**config.mk**
```make
export PLATFORM = sky130hd
export DESIGN_NAME = mem_stage_flat
export DESIGN_NICKNAME = d
export VERILOG_FILES = /design/src/rtl/cpu_bus_pkg.sv /design/src/rtl/mem_stage_if.sv /design/src/rtl/mem_stage_align.sv /design/src/rtl/mem_stage.sv /design/src/flat_wrapper.sv
export SDC_FILE = /design/constraint.sdc
export NUM_CORES = 1
export LEC_CHECK = 0
export CAP_MARGIN = 20
export CORE_ASPECT_RATIO = 0.7
export CORE_MARGIN = 1
export CORE_UTILIZATION = 43
export CTS_CLUSTER_DIAMETER = 30
export DETAILED_ROUTE_END_ITERATION = 8
export PLACE_DENSITY = 0.81
export SYNTH_ARGS = -nofsm -noshare
export SYNTH_HDL_FRONTEND = slang
export SYNTH_SLANG_ARGS = --single-unit
```
**constraint.sdc**
```tcl
create_clock -name clk -period 7.21 [get_ports clk]
set_input_delay 1.0815 -clock clk [delete_from_list [all_inputs] [get_ports clk]]
set_output_delay 1.0815 -clock clk [all_outputs]
set_load 0.1 [all_outputs]
```
**src/rtl/cpu_bus_pkg.sv**
```systemverilog
// Shared bus layouts for the EXE->MEM and MEM->WB pipeline buses,
// mem_control bit positions and the memory-stage FSM encoding.
package cpu_bus_pkg;

  localparam int EXE_MEM_W = 155;
  localparam int MEM_WB_W  = 119;

  // mem_control = {inst_load, inst_store, ls_word, lb_sign}
  localparam int MC_LOAD  = 3;
  localparam int MC_STORE = 2;
  localparam int MC_WORD  = 1;
  localparam int MC_SIGN  = 0;

  // Field order fixes the bit offsets: mem_control[154:151] down to pc[31:0].
  typedef struct packed {
    logic [3:0]  mem_control;
    logic [31:0] store_data;
    logic [31:0] exe_result;
    logic [31:0] lo_result;
    logic        hi_write;
    logic        lo_write;
    logic        mfhi;
    logic        mflo;
    logic        mtc0;
    logic        mfc0;
    logic [7:0]  cp0r_addr;
    logic        syscall;
    logic        eret;
    logic        rf_wen;
    logic [4:0]  rf_wdest;
    logic        overflow;
    logic [31:0] pc;
  } exe_mem_t;

  // Field order fixes the bit offsets: rf_wen[118] down to pc[31:0].
  typedef struct packed {
    logic        rf_wen;
    logic [4:0]  rf_wdest;
    logic [31:0] mem_result;
    logic [31:0] lo_result;
    logic        hi_write;
    logic        lo_write;
    logic        mfhi;
    logic        mflo;
    logic        mtc0;
    logic        mfc0;
    logic [7:0]  cp0r_addr;
    logic        syscall;
    logic        eret;
    logic        overflow;
    logic [31:0] pc;
  } mem_wb_t;

  typedef enum logic [1:0] {
    S_IDLE  = 2'd0,
    S_WAIT  = 2'd1,
    S_DONE  = 2'd2,
    S_DRAIN = 2'd3
  } mem_state_e;

endpackage

```
**src/rtl/mem_stage_if.sv**
```systemverilog
// Data-memory req/ack port. The stage is the master; the memory is the slave.
interface mem_stage_if;
  logic        dm_req;
  logic [3:0]  dm_wen;
  logic [31:0] dm_addr;
  logic [31:0] dm_wdata;
  logic        dm_ack;
  logic [31:0] dm_rdata;

  modport master (output dm_req, dm_wen, dm_addr, dm_wdata, input dm_ack, dm_rdata);
  modport slave  (input dm_req, dm_wen, dm_addr, dm_wdata, output dm_ack, dm_rdata);
endinterface

```
**src/rtl/mem_stage_align.sv**
```systemverilog
// Byte-lane logic: store byte enables and lane replication, load byte
// extraction with sign/zero extension.
module mem_align (
  input  logic        ls_word,
  input  logic        lb_sign,
  input  logic [1:0]  byte_sel,
  input  logic [31:0] store_data,
  input  logic [31:0] rdata,
  output logic [3:0]  store_wen,
  output logic [31:0] store_wdata,
  output logic [31:0] load_data
);

  logic [7:0] ld_byte;

  // Lane steering for both directions.
  always_comb begin
    // NOTE: every output gets a value on every path, so no latch is inferred.
    store_wen   = ls_word ? 4'hF : (4'b0001 << byte_sel);
    store_wdata = ls_word ? store_data : {4{store_data[7:0]}};
    ld_byte     = 8'(rdata >> {byte_sel, 3'b000});
    load_data   = ls_word ? rdata : {{24{lb_sign & ld_byte[7]}}, ld_byte};
  end

endmodule

```
**src/rtl/mem_stage.sv**
```systemverilog
// Memory-access stage: registers the EXE bus under valid/allowin, runs the
// data-memory req/ack transaction and builds the MEM->WB bus.
module mem_stage
  import cpu_bus_pkg::*;
(
  input  logic                 clk,
  input  logic                 reset,
  input  logic                 EXE_over,
  input  logic [EXE_MEM_W-1:0] EXE_MEM_bus,
  output logic                 MEM_allowin,
  input  logic                 WB_allowin,
  input  logic                 cancel,
  output logic                 MEM_over,
  output logic [MEM_WB_W-1:0]  MEM_WB_bus,
  mem_stage_if.master          dm,
  output logic [4:0]           MEM_wdest,
  output logic [31:0]          MEM_pc
);

  exe_mem_t   bus_r;
  logic       mem_valid;
  logic [31:0] rdata_r;
  mem_state_e state, state_nxt;

  logic        is_load, is_store, is_mem, capture;
  logic        dm_req_c, rdata_en;
  logic [3:0]  store_wen;
  logic [31:0] store_wdata, load_data;
  mem_wb_t     wb;

  assign is_load  = bus_r.mem_control[MC_LOAD];
  assign is_store = bus_r.mem_control[MC_STORE];
  assign is_mem   = is_load | is_store;
  assign capture  = EXE_over & MEM_allowin;

  // Stage register: capture on handshake, drop on transfer or cancel.
  always_ff @(posedge clk or posedge reset) begin
    // NOTE: state uses non-blocking assignments so every flop samples pre-edge values.
    if (reset) begin
      mem_valid <= 1'b0;
      // NOTE: the payload register is reset too, so MEM_WB_bus reads 0 out of reset.
      bus_r     <= '0;
    end else if (capture) begin
      mem_valid <= ~cancel;
      bus_r     <= exe_mem_t'(EXE_MEM_bus);
    end else if ((MEM_over & WB_allowin) | cancel) begin
      mem_valid <= 1'b0;
    end
  end

  // FSM state and load-data capture.
  always_ff @(posedge clk or posedge reset) begin
    if (reset) begin
      state   <= S_IDLE;
      rdata_r <= '0;
    end else begin
      state <= state_nxt;
      if (rdata_en) rdata_r <= dm.dm_rdata;
    end
  end

  // Next state, request and handshake outputs.
  always_comb begin
    state_nxt = state;
    dm_req_c  = 1'b0;
    rdata_en  = 1'b0;
    unique case (state)
      S_IDLE: begin
        if (mem_valid & is_mem & ~cancel) begin
          dm_req_c = 1'b1;
          if (dm.dm_ack) begin
            rdata_en  = 1'b1;
            state_nxt = S_DONE;
          end else begin
            state_nxt = S_WAIT;
          end
        end
      end
      S_WAIT: begin
        dm_req_c = 1'b1;
        if (dm.dm_ack) begin
          rdata_en  = 1'b1;
          state_nxt = cancel ? S_IDLE : S_DONE;
        end else if (cancel) begin
          state_nxt = S_DRAIN;
        end
      end
      S_DONE: begin
        if (WB_allowin | cancel) state_nxt = S_IDLE;
      end
      S_DRAIN: begin
        // A killed request stays up until the memory acknowledges it.
        dm_req_c = 1'b1;
        if (dm.dm_ack) state_nxt = S_IDLE;
      end
      default: state_nxt = S_IDLE;
    endcase
    MEM_over    = mem_valid & (~is_mem | (state == S_DONE));
    MEM_allowin = (state != S_DRAIN) & (~mem_valid | (MEM_over & WB_allowin));
  end

  mem_align u_align (
    .ls_word     (bus_r.mem_control[MC_WORD]),
    .lb_sign     (bus_r.mem_control[MC_SIGN]),
    .byte_sel    (bus_r.exe_result[1:0]),
    .store_data  (bus_r.store_data),
    .rdata       (rdata_r),
    .store_wen   (store_wen),
    .store_wdata (store_wdata),
    .load_data   (load_data)
  );

  assign dm.dm_req   = dm_req_c;
  assign dm.dm_wen   = (dm_req_c & is_store) ? store_wen : 4'h0;
  assign dm.dm_addr  = {bus_r.exe_result[31:2], 2'b00};
  assign dm.dm_wdata = store_wdata;

  assign wb = '{
    rf_wen:     bus_r.rf_wen,
    rf_wdest:   bus_r.rf_wdest,
    mem_result: is_load ? load_data : bus_r.exe_result,
    lo_result:  bus_r.lo_result,
    hi_write:   bus_r.hi_write,
    lo_write:   bus_r.lo_write,
    mfhi:       bus_r.mfhi,
    mflo:       bus_r.mflo,
    mtc0:       bus_r.mtc0,
    mfc0:       bus_r.mfc0,
    cp0r_addr:  bus_r.cp0r_addr,
    syscall:    bus_r.syscall,
    eret:       bus_r.eret,
    overflow:   bus_r.overflow,
    pc:         bus_r.pc
  };

  assign MEM_WB_bus = wb;
  assign MEM_wdest  = bus_r.rf_wdest & {5{mem_valid}};
  assign MEM_pc     = bus_r.pc;

endmodule

```
**src/flat_wrapper.sv**
```systemverilog
// flat-port wrapper written by rule: the top's interface ports become plain ports
module mem_stage_flat import cpu_bus_pkg::*;
  (clk, reset, EXE_over, EXE_MEM_bus, MEM_allowin, WB_allowin, cancel, MEM_over, MEM_WB_bus, MEM_wdest, MEM_pc, dm_dm_req, dm_dm_wen, dm_dm_addr, dm_dm_wdata, dm_dm_ack, dm_dm_rdata);
  mem_stage_if dm_i ();
  input  logic clk;
  input  logic reset;
  input  logic EXE_over;
  input  logic [EXE_MEM_W-1:0] EXE_MEM_bus;
  output logic MEM_allowin;
  input  logic WB_allowin;
  input  logic cancel;
  output logic MEM_over;
  output logic [MEM_WB_W-1:0] MEM_WB_bus;
  output logic [4:0] MEM_wdest;
  output logic [31:0] MEM_pc;
  output wire logic [$bits(dm_i.dm_req)-1:0] dm_dm_req;
  output wire logic [$bits(dm_i.dm_wen)-1:0] dm_dm_wen;
  output wire logic [$bits(dm_i.dm_addr)-1:0] dm_dm_addr;
  output wire logic [$bits(dm_i.dm_wdata)-1:0] dm_dm_wdata;
  input wire logic [$bits(dm_i.dm_ack)-1:0] dm_dm_ack;
  input wire logic [$bits(dm_i.dm_rdata)-1:0] dm_dm_rdata;
  assign dm_dm_req = dm_i.dm_req;
  assign dm_dm_wen = dm_i.dm_wen;
  assign dm_dm_addr = dm_i.dm_addr;
  assign dm_dm_wdata = dm_i.dm_wdata;
  assign dm_i.dm_ack = dm_dm_ack;
  assign dm_i.dm_rdata = dm_dm_rdata;
  mem_stage u_core (.clk(clk), .reset(reset), .EXE_over(EXE_over), .EXE_MEM_bus(EXE_MEM_bus), .MEM_allowin(MEM_allowin), .WB_allowin(WB_allowin), .cancel(cancel), .MEM_over(MEM_over), .MEM_WB_bus(MEM_WB_bus), .dm(dm_i), .MEM_wdest(MEM_wdest), .MEM_pc(MEM_pc));
endmodule
```
; ---- Yosys cells after proc, flatten, opt, wreduce, memory -nomap -nowiden
; Cells that the tools add are included.
[op_classes]
n_addsub = 0
multipliers = 0
div = 0
order_cmp = 0
n_eq_ne = 8
shift = 2
mux = 20
n_bitwise = 17
n_reduce_logical = 4
[op_table]
columns = operator, count
row1 = 32-bit two-way mux, 3
row2 = 32-bit by 5-bit right shift with 8-bit output, 1
row3 = 2-bit two-way mux, 7
row4 = 1-bit AND, 8
row5 = 4-bit two-way mux, 2
row6 = 2-bit case mux with 4 select lines, 1
row7 = 5-bit AND, 1
row8 = 1-bit two-way mux, 5
row9 = 1-bit bitwise OR, 5
row10 = 2-bit == test (second input constant), 2
row11 = 2-bit by 1-bit inequality test with 1-bit output (second input constant), 2
row12 = 2-bit inequality test (second input constant), 2
row13 = 1-bit case mux with 2 select lines, 2
row14 = 4-bit AND reduction, 1
row15 = 1-bit by 2-bit << shifter with 4-bit output (first input constant), 1
row16 = 3-bit inequality test (second input constant), 1
row17 = 1-bit inverter, 3
row18 = 2-bit by 1-bit == test with 1-bit output (second input constant), 1
row19 = 2-bit logical NOT, 1
row20 = 2-bit nonzero test, 1
row21 = 2-bit OR reduction, 1
[word_totals]
reg_bits = 190
latch_bits = 0
ramBits = 0
mem_bits_ro = 0
output_inout_bits = 227
n_memories = 0

; ---- Longest topological paths before layout
[depth]
depth_word = 9
depth_mapped = 6
ltp_nobuf = 4

; ---- Hierarchy
; Synthesis repeated with hierarchy kept, for this count alone.
[hier_totals]
hier_cells = 801
area_unflattened_um2 = 10573.9
[modules_own_cells]
columns = module, n_inst, cells_each, area_each_um2, seq_area_each_um2
row1 = mem_stage, 1, 627, 9415.3, 4754.6
row2 = mem_align, 1, 174, 1158.6, 0.0

; ---- Least setup slack after synthesis
; Ideal clock, no wire load.
[synth_path]
path_type = input to output
start = input port cancel
end = output port dm_dm_wen[0]
t_arrival_ns = 2.817
t_required_ns = 6.128
slack_ns = 3.311
cell_stages = 3
path_buffers = 0
path_cell_list = nor3b_1 o21ai_0 nor2b_1
[synth_via]
elab_chain_len = 6
[synth_lines]
columns = item, line
row1 = start: declaration, flat_wrapper.sv:11  ; input logic cancel;
row2 = 1-bit inverter, mem_stage.sv:69  ; if (mem_valid & is_mem & ~cancel) begin
row3 = 1-bit AND, mem_stage.sv:69
row4 = 1-bit two-way mux, mem_stage.sv:69
row5 = 1-bit case mux with 2 select lines, mem_stage.sv:67  ; unique case (state)
row6 = 1-bit AND, mem_stage.sv:114  ; assign dm.dm_wen = (dm_req_c & is_store) ? store_wen : 4'h0;
row7 = 4-bit two-way mux, mem_stage.sv:114
row8 = end: declaration, flat_wrapper.sv:17  ; output wire logic [$bits(dm_i.dm_wen)-1:0] dm_dm_wen;
; No other way between the ends.

; ---- Worst setup path after layout
[layout_path]
start = register u_core.bus_r[88] in the netlist's numbering
end = output port MEM_WB_bus[111]
[layout_via]
elab_chain_len = 4
[layout_lines]
columns = item, line
row1 = start: declaration, mem_stage.sv:20  ; exe_mem_t bus_r;
row2 = start signal: assignment, mem_stage.sv:45  ; bus_r <= exe_mem_t'(EXE_MEM_bus);
row3 = 32-bit by 5-bit right shift with 8-bit output, mem_stage_align.sv:21  ; ld_byte = 8'(rdata >> {byte_sel, 3'b000});
row4 = 1-bit AND, mem_stage_align.sv:22  ; load_data = ls_word ? rdata : {{24{lb_sign & ld_byte[7]}}, ld_byte};
row5 = 32-bit two-way mux, mem_stage_align.sv:22
row6 = 32-bit two-way mux, mem_stage.sv:121  ; mem_result: is_load ? load_data : bus_r.exe_result,
row7 = end: declaration, flat_wrapper.sv:13  ; output logic [MEM_WB_W-1:0] MEM_WB_bus;
; No other way between the ends.

==> impl_metrics.yaml <==
run_status:
  outcome: "finished clean"
global_route:
  grt_first_pass_wirelength_mm: 38.4
  track_usage_pct: 21.6
  initial_antenna_violation_count: 0
  sum_of_overflow_across_all_layers_after_global_routing: 0
  largest_net_degree_at_the_start_of_global_routing: 124
  vias_in_the_first_global_route: 6496
worst_hold_path:
  min_from: "u_core.rdata_r[2]$_DFFE_PP0P_"
  timing.hold.worst_path_depth: 1
  worst_hold_path.endpoint: "u_core.rdata_r[2]$_DFFE_PP0P_"
  min-delay-path-class: "reg -> reg"
routing:
  wl_per_cell_um: 19.4
  route.layer.met1.wl_mm: 10.6
  drt_iter0_drcs: 248
  drt_drc_violations_left: 0
  via_count: 6576
  post_drt_via_cell_ratio: 4.83
  ant_nets: 0
  met2_length_mm: 13.5
  detailedRoute.firstPassIterationCount: 5
  wl_met3_mm: 1.95
  drt-total-wl_mm: 26.4
  dr.max_layer_used: "met4"
clocking:
  cts_repair_resize_count: 0
  cts.htree.levels: 4
  ctsHoldBuffers: 0
  numClockSinks: 190
  clock-root-buffer: "clkbuf_16"
  number_of_buffers_created_by_cts: 17
  cts.path.max_buffers: 2
  cts.repair_timing.setup_buffer_count: 0
  worst_skew_pair.late_latency_ps: 430
  cts_tree: "built"
  clk_transition_reported_paths_ps: 70
run:
  cap_violations: 0
yosys:
  netlist-cell-type-count: 31
  synth_largest_type_area_fraction_pct: 47.7
  synth_area_per_cell_um2: 12.5
  syn-cell-area_um2: 9980
  synthCells: 796
  yosysWarnings: 0
  seq_area_frac_synth_pct: 47.7
  synth.area.top_cells: "dfrtp_1 (48%), mux2_4 (21%), buf_4 (12%)"
  synth.ff_latch_count: 190
  synth_largest_area_cell: "dfrtp_1"
final_layout:
  n_antenna_cell: 0
  drive_gt1_share_pct: 21.7
  total_of_fill_cells_in_the_finished_design: 1817
  leading_cell_type_in_the_layout_fill_and_taps_excluded: "clkdlybuf4s50_1"
  num-nets-final: 1230
  mostFrequentLayoutCells: "clkdlybuf4s50_1 (417), dfrtp_1 (188), mux2_4 (138), nand2_1 (74), mux2_2 (48)"
  area.growth.synth_to_final_pct: 37.4
timing:
  slew_viol_final: 0
  min_period_over_period_pct: 71.3
  period_needed_ps: 5140
  max-slew-margin-rel_pct: 24.2
  fmax_mhz: 195
  clock-skew-final_ps: 12.8
  finalSetupViolCount: 0
  grt_setup_unrepaired: "false"
  worst-slew-pin-transition_ps: 1140
  final_hold_viol_count: 0
  tns_ps: 0
die:
  die_height_um: 129
  die_area_um2: 23800
  die_w_um: 184
  fp.coreArea_um2: 22700
  io-pin-count: 420
  row_count: 46
  initial_utilization_pct: 44.0
critical_path:
  r2r-start: "u_core.mem_valid$_DFFE_PP0P_"
  crit_path_end_kind: "output port"
  worst-r2r-setup-slack_ps: 3920
  worstReg2RegEnd: "u_core.MEM_pc[11]$_DFFE_PP0P_"
  setup.worst_path.class: "reg -> out"
  cp.arrival_ps: 4060
  critPathLaunchType: "flip-flop"
  critPathRequiredTime_ps: 6130
  worst-r2r-cell-count: 5
  highest_fanout_seen_on_the_critical_path: 24
place:
  routabilityCongestion: 0.810
  post-dp-hpwl_mm: 19.6
  buffer_ports.inserted: 417
## logic make-up (layout without fill, tap and decap cells)
| logic type | Yosys count | count (layout) | synth area share (%) |
|---|---|---|---|
| buffers and inverters | 207 | 459 | 15.1 |
| other | 1 | 2 | 0.0376 |
| AND/OR/NAND/NOR | 134 | 134 | 5.71 |
| flip-flops | 190 | 190 | 47.7 |
| AO/OA/AOI/OAI | 68 | 68 | 4.16 |
| multiplexers | 196 | 196 | 27.3 |
## stage by stage
step	util [%]	worst slack, ps	hold slack [ps]	std cells	cell area (µm²)
4_1_cts	60.4	2110	510	1361	13700
3_5_place_dp	57.9	2580	490	1330	13100
3_3_place_gp	57.9	2630	490	1330	13100
6_report	60.4	2070	510	1361	13700
5_1_grt	60.4	1860	520	1361	13700
2_1_floorplan	-	958	481	797	9980
## worst max-delay path, stage by stage, from the launching register on
cell and delay (ps):
dfrtp_1 880, mux4_2 380, nand3b_1 710, a31oi_1 470
clkdlybuf4s50_1 1180
## flip-flops by register name, indices dropped and copies added, names as in the netlist
signal / count
u_core.MEM_pc: 32
u_core.state: 2
u_core.dm.dm_addr: 30
u_core.rdata_r: 32
u_core.MEM_WB_bus: 55
u_core.mem_valid: 1
u_core.bus_r: 38
## cell usage after synthesis
cell / instances
dfrtp_1: 190
buf_4: 162
mux2_4: 138
nand2_1: 74
mux2_2: 48
nor2_1: 36
a21oi_1: 29
a31oi_1: 25
clkbuf_1: 19
buf_6: 16
mux2i_1: 8
nand2b_1: 8
a211oi_1: 7
and2_1: 6
inv_1: 6
o21ai_0: 4
nor2b_1: 3
buf_1: 2
buf_2: 2
nor3_1: 2
a21boi_0: 1
a221oi_4: 1
conb_1: 1
mux2_1: 1
mux4_2: 1
nand2_2: 1
nand3b_1: 1
nor3b_1: 1
nor3b_2: 1
o21bai_1: 1
or2_1: 1
## how the worst max path moves through the flow
stage          cells after the start  slack [ps]                          from                            endpoint
6_report                           4        2070  u_core.bus_r[88]$_DFFE_PP0P_                     MEM_WB_bus[111]
3_3_place_gp                       5        2630                        cancel                        dm_dm_wen[0]
3_5_place_dp                       4        2580  u_core.bus_r[88]$_DFFE_PP0P_                     MEM_WB_bus[111]
2_1_floorplan                      1         960                         reset  u_core.MEM_WB_bus[113]$_DFFE_PP0P_
4_1_cts                            4        2110  u_core.bus_r[88]$_DFFE_PP0P_                     MEM_WB_bus[111]
5_1_grt                            4        1860  u_core.bus_r[88]$_DFFE_PP0P_                      MEM_WB_bus[89]
## cell type report
type                    count  area [µm²]  share of cell area [%]
flip-flops and latches    190        4760                    34.7
repair buffers            422        4210                    30.7
multi-input cells         400        3740                    27.3
clock buffers              23         498                    3.63
well taps                 312         390                    2.85
clock inverters             8        80.1                   0.584
inverters                   6        30.0                   0.219
## layer usage
layer  vias up  GRT usage [%]
met4         0           5.64
li1       3008              -
met1      3299           25.5
met2       247           37.9
met3        22           7.14
met5         -              0
Power is left out: the tool's default activity adds up to more than one toggle a clock period on the data nets, which glitch-free logic cannot reach.
